<file path="src/rtl/chess_clock_pkg.sv">
// chess_clock_pkg: shared FSM state type and default parameters for the chess clock
package chess_clock_pkg;
    typedef enum logic [1:0] {IDLE, RUN, PAUSED, TIMEOUT} clk_state_t;
    localparam int DEF_CLK_DIV  = 50_000_000;
    localparam int DEF_INIT_SEC = 180;
    localparam int DEF_INC_SEC  = 0;
    localparam int DEF_TIME_W   = 10;
endpackage

</file>
<file path="src/rtl/chess_clock_tick_gen.sv">
// tick_gen: one-second prescaler, emits a one-cycle tick on each wrap
// Ports: clk, reset (sync, active-high), clr (force count to 0), en (count), tick (wrap pulse)
module tick_gen
    import chess_clock_pkg::*;
#(
    parameter int CLK_DIV = DEF_CLK_DIV
) (
    input  logic clk,
    input  logic reset,
    input  logic clr,
    input  logic en,
    output logic tick
);
    localparam int CW = $clog2(CLK_DIV);
    logic [CW-1:0] cnt;
    assign tick = en && cnt == CW'(CLK_DIV - 1);
    // With en low the count is held, so a pause resumes mid-second
    always_ff @(posedge clk) begin
        if (reset || clr) cnt <= '0;
        else if (en) cnt <= tick ? '0 : cnt + CW'(1);
    end
endmodule

</file>
<file path="src/rtl/chess_clock.sv">
// chess_clock: two-player countdown clock with Fischer increment and timeout detection
// Ports: clk, reset (sync, active-high), start, pause, move_done (inputs);
//        side (0 white / 1 black), w_min/w_sec, b_min/b_sec (remaining time),
//        w_to/b_to (time expired), running (high in RUN)
module chess_clock
    import chess_clock_pkg::*;
#(
    parameter int CLK_DIV  = DEF_CLK_DIV,
    parameter int INIT_SEC = DEF_INIT_SEC,
    parameter int INC_SEC  = DEF_INC_SEC,
    parameter int TIME_W   = DEF_TIME_W
) (
    input  logic              clk,
    input  logic              reset,
    input  logic              start,
    input  logic              pause,
    input  logic              move_done,
    output logic              side,
    output logic [TIME_W-6:0] w_min,
    output logic [5:0]        w_sec,
    output logic [TIME_W-6:0] b_min,
    output logic [5:0]        b_sec,
    output logic              w_to,
    output logic              b_to,
    output logic              running
);
    localparam int MAX = 2 ** TIME_W - 1;

    if (INIT_SEC > MAX) begin : g_bad_init
        $error("INIT_SEC does not fit in TIME_W bits");
    end
    if (CLK_DIV < 2) begin : g_bad_div
        $error("CLK_DIV must be at least 2");
    end

    clk_state_t        state;
    logic [TIME_W-1:0] w_cnt, b_cnt, cur, dec, inc, nxt;
    logic [31:0]       sum;
    logic              tick, expire, toggle;

    tick_gen #(.CLK_DIV(CLK_DIV)) u_tick (
        .clk  (clk),
        .reset(reset),
        .clr  (state == IDLE),
        .en   (state == RUN),
        .tick (tick)
    );

    // tick only fires in RUN, so these values are consumed only there.
    // Order: decrement, then increment, then toggle; reaching zero suppresses the rest.
    always_comb begin
        cur    = side ? b_cnt : w_cnt;
        dec    = (tick && cur != '0) ? cur - TIME_W'(1) : cur;
        sum    = 32'(dec) + 32'(INC_SEC);
        inc    = sum > 32'(MAX) ? TIME_W'(MAX) : sum[TIME_W-1:0];
        expire = tick && cur == TIME_W'(1);
        nxt    = expire ? '0 : move_done ? inc : dec;
        toggle = move_done && !expire;
    end

    always_ff @(posedge clk) begin
        if (reset) begin
            state   <= IDLE;
            w_cnt   <= TIME_W'(INIT_SEC);
            b_cnt   <= TIME_W'(INIT_SEC);
            side    <= 1'b0;
            running <= 1'b0;
        end else begin
            case (state)
                IDLE: if (start) begin
                    state   <= RUN;
                    side    <= 1'b0;
                    running <= 1'b1;
                end
                RUN: begin
                    if (side) b_cnt <= nxt;
                    else w_cnt <= nxt;
                    if (toggle) side <= ~side;
                    if (expire || w_to || b_to) begin
                        state   <= TIMEOUT;
                        running <= 1'b0;
                    end else if (pause) begin
                        state   <= PAUSED;
                        running <= 1'b0;
                    end
                end
                PAUSED: if (!pause) begin
                    state   <= RUN;
                    running <= 1'b1;
                end
                TIMEOUT: ;
                default: begin
                    state   <= IDLE;
                    running <= 1'b0;
                end
            endcase
        end
    end

    assign w_to  = w_cnt == '0;
    assign b_to  = b_cnt == '0;
    assign w_min = (TIME_W-5)'(32'(w_cnt) / 32'd60);
    assign w_sec = 6'(32'(w_cnt) % 32'd60);
    assign b_min = (TIME_W-5)'(32'(b_cnt) / 32'd60);
    assign b_sec = 6'(32'(b_cnt) % 32'd60);
endmodule

</file>
<file path="config.mk">
export PLATFORM = sky130hd
export DESIGN_NAME = chess_clock
export DESIGN_NICKNAME = d
export VERILOG_FILES = /design/src/rtl/chess_clock_pkg.sv /design/src/rtl/chess_clock_tick_gen.sv /design/src/rtl/chess_clock.sv
export SDC_FILE = /design/constraint.sdc
export NUM_CORES = 1
export LEC_CHECK = 0
export ABC_AREA = 0
export ABC_CLOCK_PERIOD_IN_PS = 7300
export BUFFER_PORTS_ARGS = -buffer_cell sky130_fd_sc_hd__buf_2
export CORE_UTILIZATION = 50
export CTS_CLUSTER_DIAMETER = 40
export DETAILED_ROUTE_END_ITERATION = 10
export PLACE_DENSITY = 0.73
export SETUP_SLACK_MARGIN = 0.05
export SLEW_MARGIN = 0
export SYNTH_ARGS = -nofsm -noshare
export SYNTH_HDL_FRONTEND = slang
export SYNTH_HIERARCHICAL = 1
export SYNTH_SLANG_ARGS = --single-unit
</file>
<file path="constraint.sdc">
create_clock -name clk -period 7.3 [get_ports clk]
set_clock_uncertainty 0.05 [all_clocks]
set_input_delay 0 -clock clk [delete_from_list [all_inputs] [get_ports clk]]
set_output_delay 0 -clock clk [all_outputs]
set_load 0.005 [all_outputs]
</file>
Yosys cells after proc, flatten, opt, wreduce, memory -nomap -nowiden
Cells that the tools add are included.
Word-level totals
  register bits after elaboration: 50
  bits in latches: 0
  RAM bits: 0
  memory bits (read-only): 0
  output and inout bits: 26
  word-level logic and storage cells: 59
  memories kept: 0
Operators by class
  add/subtract/negate cells: 2
  multipliers: 0
  divide/modulo/power cells: 4
  order comparisons: 1
  equality and inequality tests: 8
  shift-type cells: 0
  multiplexer cells: 19
  bitwise operators: 1
  reduce and logical (&&, ||, !) cells: 18
Operator list (count)
  10-bit by 6-bit divider with 32-bit output (second input constant): 2
  10-bit by 6-bit modulo with 32-bit output (second input constant): 2
  10-bit two-way mux: 5
  26-bit by 1-bit adder with 26-bit output (second input constant): 1
  26-bit == test (second input constant): 1
  26-bit two-way mux: 1
  10-bit zero test: 2
  10-bit by 1-bit == test with 1-bit output (second input constant): 1
  10-bit greater-than comparator (second input constant): 1
  10-bit nonzero test: 1
  10-bit by 1-bit subtractor with 10-bit output (second input constant): 1
  2-bit two-way mux: 4
  1-bit two-way mux: 6
  2-bit inequality test (second input constant): 3
  2-bit case mux with 3 select lines: 1
  1-bit logical AND: 4
  2-bit AND reduction: 2
  4-bit AND reduction: 1
  1-bit logical OR: 3
  3-bit inequality test (second input constant): 1
  1-bit case mux with 3 select lines: 1
  3-bit AND reduction: 1
  3-bit nonzero test: 1
  2-bit by 1-bit == test with 1-bit output (second input constant): 1
  6 further kinds: 6

Depth between registers and ports, before layout
  depth in word-level cells: 8
  gate-level depth with buffers: 13

Cells and area by module
The synthesis kept the hierarchy.
By module, submodules not included
  chess_clock: instances 1, cells an instance 356, area each 2652.5 µm², seq. area each 480.5 µm²
  tick_gen: instances 1, cells an instance 156, area each 1343.8 µm², seq. area each 520.5 µm²

Least setup slack after synthesis
Ideal clock, no wire load.
  path kind: register -> register
  start point: register state[1]
  end point: register w_cnt[7]
  setup time: 0.120 ns
  data arrival time: 2.789 ns
  data required time: 7.130 ns
  setup slack: 4.342 ns
  stages on the path, launching flop included: 14
  buffers on the path: 2
  clock period less this slack: 2.958 ns
  path through: dfxtp_1 clkbuf_1 nand2b_1 inv_1 and3_1 buf_2 nand2_1 nor3_1 o41ai_4 nor4b_2 nand2_1 nand2_1 nand2_1 a211o_1
Between the ends
  longest elaborated chain between the ends: 8
RTL lines
  start: declaration: RTL line chess_clock.sv:36  | clk_state_t state;
  start signal: assignment: RTL line chess_clock.sv:63  | state <= IDLE;
  start signal: assignment: RTL line chess_clock.sv:71  | state <= RUN;
  start signal: assignment: RTL line chess_clock.sv:80  | state <= TIMEOUT;
  2-bit by 1-bit == test with 1-bit output *: RTL line chess_clock.sv:45  | .en (state == RUN),
  1-bit logical AND *: RTL line chess_clock_tick_gen.sv:16  | assign tick = en && cnt == CW'(CLK_DIV - 1);
  named net tick: RTL line chess_clock.sv:39  | logic tick, expire, toggle;
  1-bit logical AND: RTL line chess_clock.sv:53  | dec = (tick && cur != '0) ? cur - TIME_W'(1) : cur;
  10-bit two-way mux: RTL line chess_clock.sv:53
  10-bit greater-than comparator: RTL line chess_clock.sv:55  | inc = sum > 32'(MAX) ? TIME_W'(MAX) : sum[TIME_W-1:0];
  10-bit two-way mux: RTL line chess_clock.sv:55
  10-bit two-way mux: RTL line chess_clock.sv:57  | nxt = expire ? '0 : move_done ? inc : dec;
  10-bit two-way mux *: RTL line chess_clock.sv:57
  end signal: assignment: RTL line chess_clock.sv:64  | w_cnt <= TIME_W'(INIT_SEC);
  end signal: assignment: RTL line chess_clock.sv:77  | else w_cnt <= nxt;
  end: declaration: RTL line chess_clock.sv:37  | logic [TIME_W-1:0] w_cnt, b_cnt, cur, dec, inc, nxt;
The timed path passes the listed nets; every way through them passes the cells marked *.
A chain may end at the register's enable or synchronous reset.

Final worst setup path
Same ends and word-level chain as after synthesis.

==> results.sh <==
export IMPL_outcome="finished, final reports clean"
export IMPL_synth_edf_count=0
export IMPL_drcViolationCount=0
export IMPL_min_period_ns=3.45
export IMPL_peakVddDrop_v=0.0000929
export IMPL_place_congestion=0.877
export IMPL_htree_levels=2
export IMPL_drtPass1Iterations=4
export IMPL_die_x_um=91.4
export IMPL_place_area_sq_mm=0.00406
export IMPL_finalSetupViolCount=0
export IMPL_post_cts_resized=0
export IMPL_pwr_share_seq_pct=57.9
export IMPL_grt_max_degree=27
export IMPL_maxSlewHeadroom_pct=45.5
export IMPL_post_drt_via_cell_ratio=6.10
export IMPL_grt_pass1_wl_um=15100
export IMPL_ys_seq_elements=50
export IMPL_path_class="reg -> reg"
export IMPL_combPwrFrac_pct=5.9
export IMPL_diodes=0
export IMPL_maxCapViolations=0
export IMPL_drv_slew=0
export IMPL_stdcell_area_sq_mm=0.00417
export IMPL_io_pins=31
export IMPL_post_cts_setup_buffers=0
export IMPL_final_core_util_pct=53.9
export IMPL_tightest_slew_ns=0.816
export IMPL_synth_seq_area_share_pct=25.0
export IMPL_num_vias=3766
export IMPL_cp_slowest_cell="nor3_1"
export IMPL_placement_io_buffers=30
export IMPL_fillers=759
export IMPL_cts_tree="done"
export IMPL_clk_pin_slew_ns=0.10
export IMPL_switching_share_pct=24.9
export IMPL_dp_hpwl_um=6550
export IMPL_syn_nets=522
export IMPL_power_density_mw_per_mm2=116
export IMPL_cp_required_ns=7.45
export IMPL_setup_tns_ns=0
export IMPL_wl_per_cell_um=14.4
export IMPL_grt_overflow=0
export IMPL_cp_max_fo=11
export IMPL_clock_latency_ns=0.31
export IMPL_coreArea_sq_mm=0.00773
export IMPL_worst_slack_ns=3.85
export IMPL_period_share_pct=47.3
export IMPL_power_net_switching_uw=121
export IMPL_critical_path_max_stage_delay_ns=0.55
export IMPL_hold_slack_ns=0.0426
export IMPL_grt_usage_pct=21.4
export IMPL_drt_iter0_drc=188
export IMPL_syn_to_final_growth_pct=4.29
export IMPL_cts_hold_buffers=1
export IMPL_syn_avg_cell_area_sq_um=7.81
export IMPL_dieArea_sq_mm=0.00835
export IMPL_core_rowCount=32
export IMPL_end_kind="register"
export IMPL_ant_nets=0
export IMPL_max_freq_ghz=0.290
export IMPL_yosysUniqueCellTypes=86
export IMPL_die_h_um=91.4
export IMPL_p_leak_uw=0.00143
export IMPL_fin_nets=524
export IMPL_arrival_ns=3.61
export IMPL_grt_setup_unrepaired="false"
export IMPL_ys_flop_type="dfxtp_1"
export IMPL_crit_chain="nand2b_1, inv_1, and3_1, nand2_1, nor3_1, o41ai_4, nor4b_2, nand2_1, nand2_1, nand2_1, a211o_1"
export IMPL_cts_root_buffer="clkbuf_8"
export IMPL_drive_gt1_share_pct=16.5
export IMPL_synth_async_reset_ratio_pct=0
export IMPL_hold_violations=0
export IMPL_cts_buffers_inserted=5
export IMPL_antenna_found_initial=0
export IMPL_start_util_pct=51.7
export IMPL_p_clk_share_pct=36.2
export IMPL_critical_path_most_common_cell="nand2_1"
export IMPL_finalWirelength_um=8910
export IMPL_grt_pass1_vias=3463
export IMPL_yosys_warnings=6
export IMPL_syn_area_sq_mm=0.00400
export IMPL_p_int_uw=364
export IMPL_synth_cells=512
export IMPL_place_worst_setup_slack_ns=3.92
export IMPL_numClockSinks=50
export IMPL_clk_path_buf_depth=2
export IMPL_hold_path_class="in -> reg"
export IMPL_worstSetupStartpointType="register"
[flip-flops by register name (all words and copies together) (netlist names)]
signal,flops
b_cnt,10
running,1
side,1
state,2
u_tick/cnt,26
w_cnt,10
[worst max-delay path: cells and delay by family, from the launching register on]
kind | cells | cell delay, ns
AND/OR/NAND/NOR | 8 | 2.14
AO/OA/AOI/OAI | 2 | 0.54
flip-flops | 1 | 0.39
buffers and inverters | 1 | 0.23
[metal layers]
layer | wire length (um) | part of all wire (%) | up-vias | global-route usage (%)
met2 | 4380 | 49 | 58 | 38.2
met4 | 127 | 1.4 | 0 | 6.61
met5 | 0 | 0 | - | 0
met3 | 331 | 3.7 | 14 | 3.02
met1 | 4070 | 46 | 1784 | 26.4
li1 | - | - | 1910 | -
[area by class of cell]
class,count,area [sq um],share of cell area (%)
Multi-Input combinational cell,408,2710,65.0
Sequential cell,50,1000,24.0
Timing Repair Buffer,32,168,4.02
Tap cell,102,128,3.06
Clock buffer,6,82.6,1.98
Clock inverter,2,16.3,0.390
Inverter,17,63.8,1.53
[path summary, 6_finish.rpt]
| kind | to | from | cells after the start | slack, ns |
|---|---|---|---|---|
| setup / recovery | w_cnt[7] | state[1] | 11 | 3.85 |
| hold / removal | side | start | 4 | 0.04 |
| setup reg to reg | w_cnt[7] | state[1] | 11 | 3.85 |
| hold reg to reg | u_tick/cnt[25] | u_tick/cnt[25] | 2 | 0.48 |
[synth_stat cells, types with 5 or more instances]
cell	n	area share (%)
or3_1	13	2.0
nor4_1	5	0.78
and3_1	6	0.94
nor3_1	14	1.8
ha_1	5	1.6
nand2_1	45	4.2
inv_1	16	1.5
mux2i_1	7	1.8
o21ai_1	6	0.75
nand2b_1	9	1.4
dfxtp_1	50	25
a21oi_1	41	5.1
clkbuf_1	9	0.85
buf_2	10	1.3
a21o_1	6	1.1
o31ai_1	5	0.94
a211oi_1	5	0.94
or4_1	5	0.94
xor2_1	13	2.8
a311oi_1	5	1.1
buf_4	12	2.3
o21ai_0	22	2.8
nand3_1	22	2.8
nand4_1	16	2.5
a21oi_2	5	1.1
nor2_1	45	4.2
a31oi_1	6	0.94
xnor2_1	7	1.5
[power by group through the flow]
stage | logic [uW] | registers [uW] | clock network (uW)
4_1_cts | 29.0 | 281 | 179
6_report | 28.7 | 281 | 175
3_3_place_gp | 28.0 | 287 | 0
2_1_floorplan | 23.3 | 284 | 0
5_1_grt | 31.7 | 281 | 189
3_5_place_dp | 28.5 | 287 | 0
[per-stage QoR]
stage | total power, uW | cells
after floorplan | 307 | 512
after global placement | 315 | 608
after CTS | 488 | 617
final | 485 | 617
after global routing | 502 | 617
after detailed placement | 315 | 608
[placed cells by master, fill, tap and decap left out, types with 4 or more instances in the layout]
| cell | synthesis | final |
|---|---|---|
| dfxtp_1 | 50 | 50 |
| nand2_1 | 45 | 45 |
| nor2_1 | 45 | 45 |
| a21oi_1 | 41 | 41 |
| buf_2 | 10 | 30 |
| nand3_1 | 22 | 22 |
| o21ai_0 | 22 | 22 |
| inv_1 | 16 | 16 |
| nand4_1 | 16 | 16 |
| nor3_1 | 14 | 14 |
| xor2_1 | 13 | 13 |
| or3_1 | 13 | 13 |
| nand2b_1 | 9 | 9 |
| mux2i_1 | 7 | 7 |
| xnor2_1 | 7 | 7 |
| a21o_1 | 6 | 6 |
| o21ai_1 | 6 | 6 |
| and3_1 | 6 | 6 |
| a31oi_1 | 6 | 6 |
| clkbuf_8 | 0 | 6 |
| a21oi_2 | 5 | 5 |
| a211oi_1 | 5 | 5 |
| a311oi_1 | 5 | 5 |
| o31ai_1 | 5 | 5 |
| or4_1 | 5 | 5 |
| nor4_1 | 5 | 5 |
| ha_1 | 5 | 5 |
| and2_1 | 4 | 4 |
| and4_1 | 4 | 4 |
| o21a_1 | 4 | 4 |
| or2_1 | 4 | 4 |
| nand3b_1 | 4 | 4 |
| o211ai_1 | 4 | 4 |
| nor4b_1 | 4 | 4 |
[cell families (layout without fill, tap and decap cells)]
| logic type | count (synthesis) | after routing | synth area share, % |
|---|---|---|---|
| xor+xnor | 20 | 20 | 4.38 |
| compound gates | 144 | 144 | 26.4 |
| mux | 10 | 10 | 2.97 |
| buf+inv | 54 | 57 | 7.17 |
| fa+ha+maj | 6 | 6 | 1.85 |
| simple gates | 228 | 228 | 32.2 |
| flops | 50 | 50 | 25.0 |
Power figures use the tool's default switching activity.
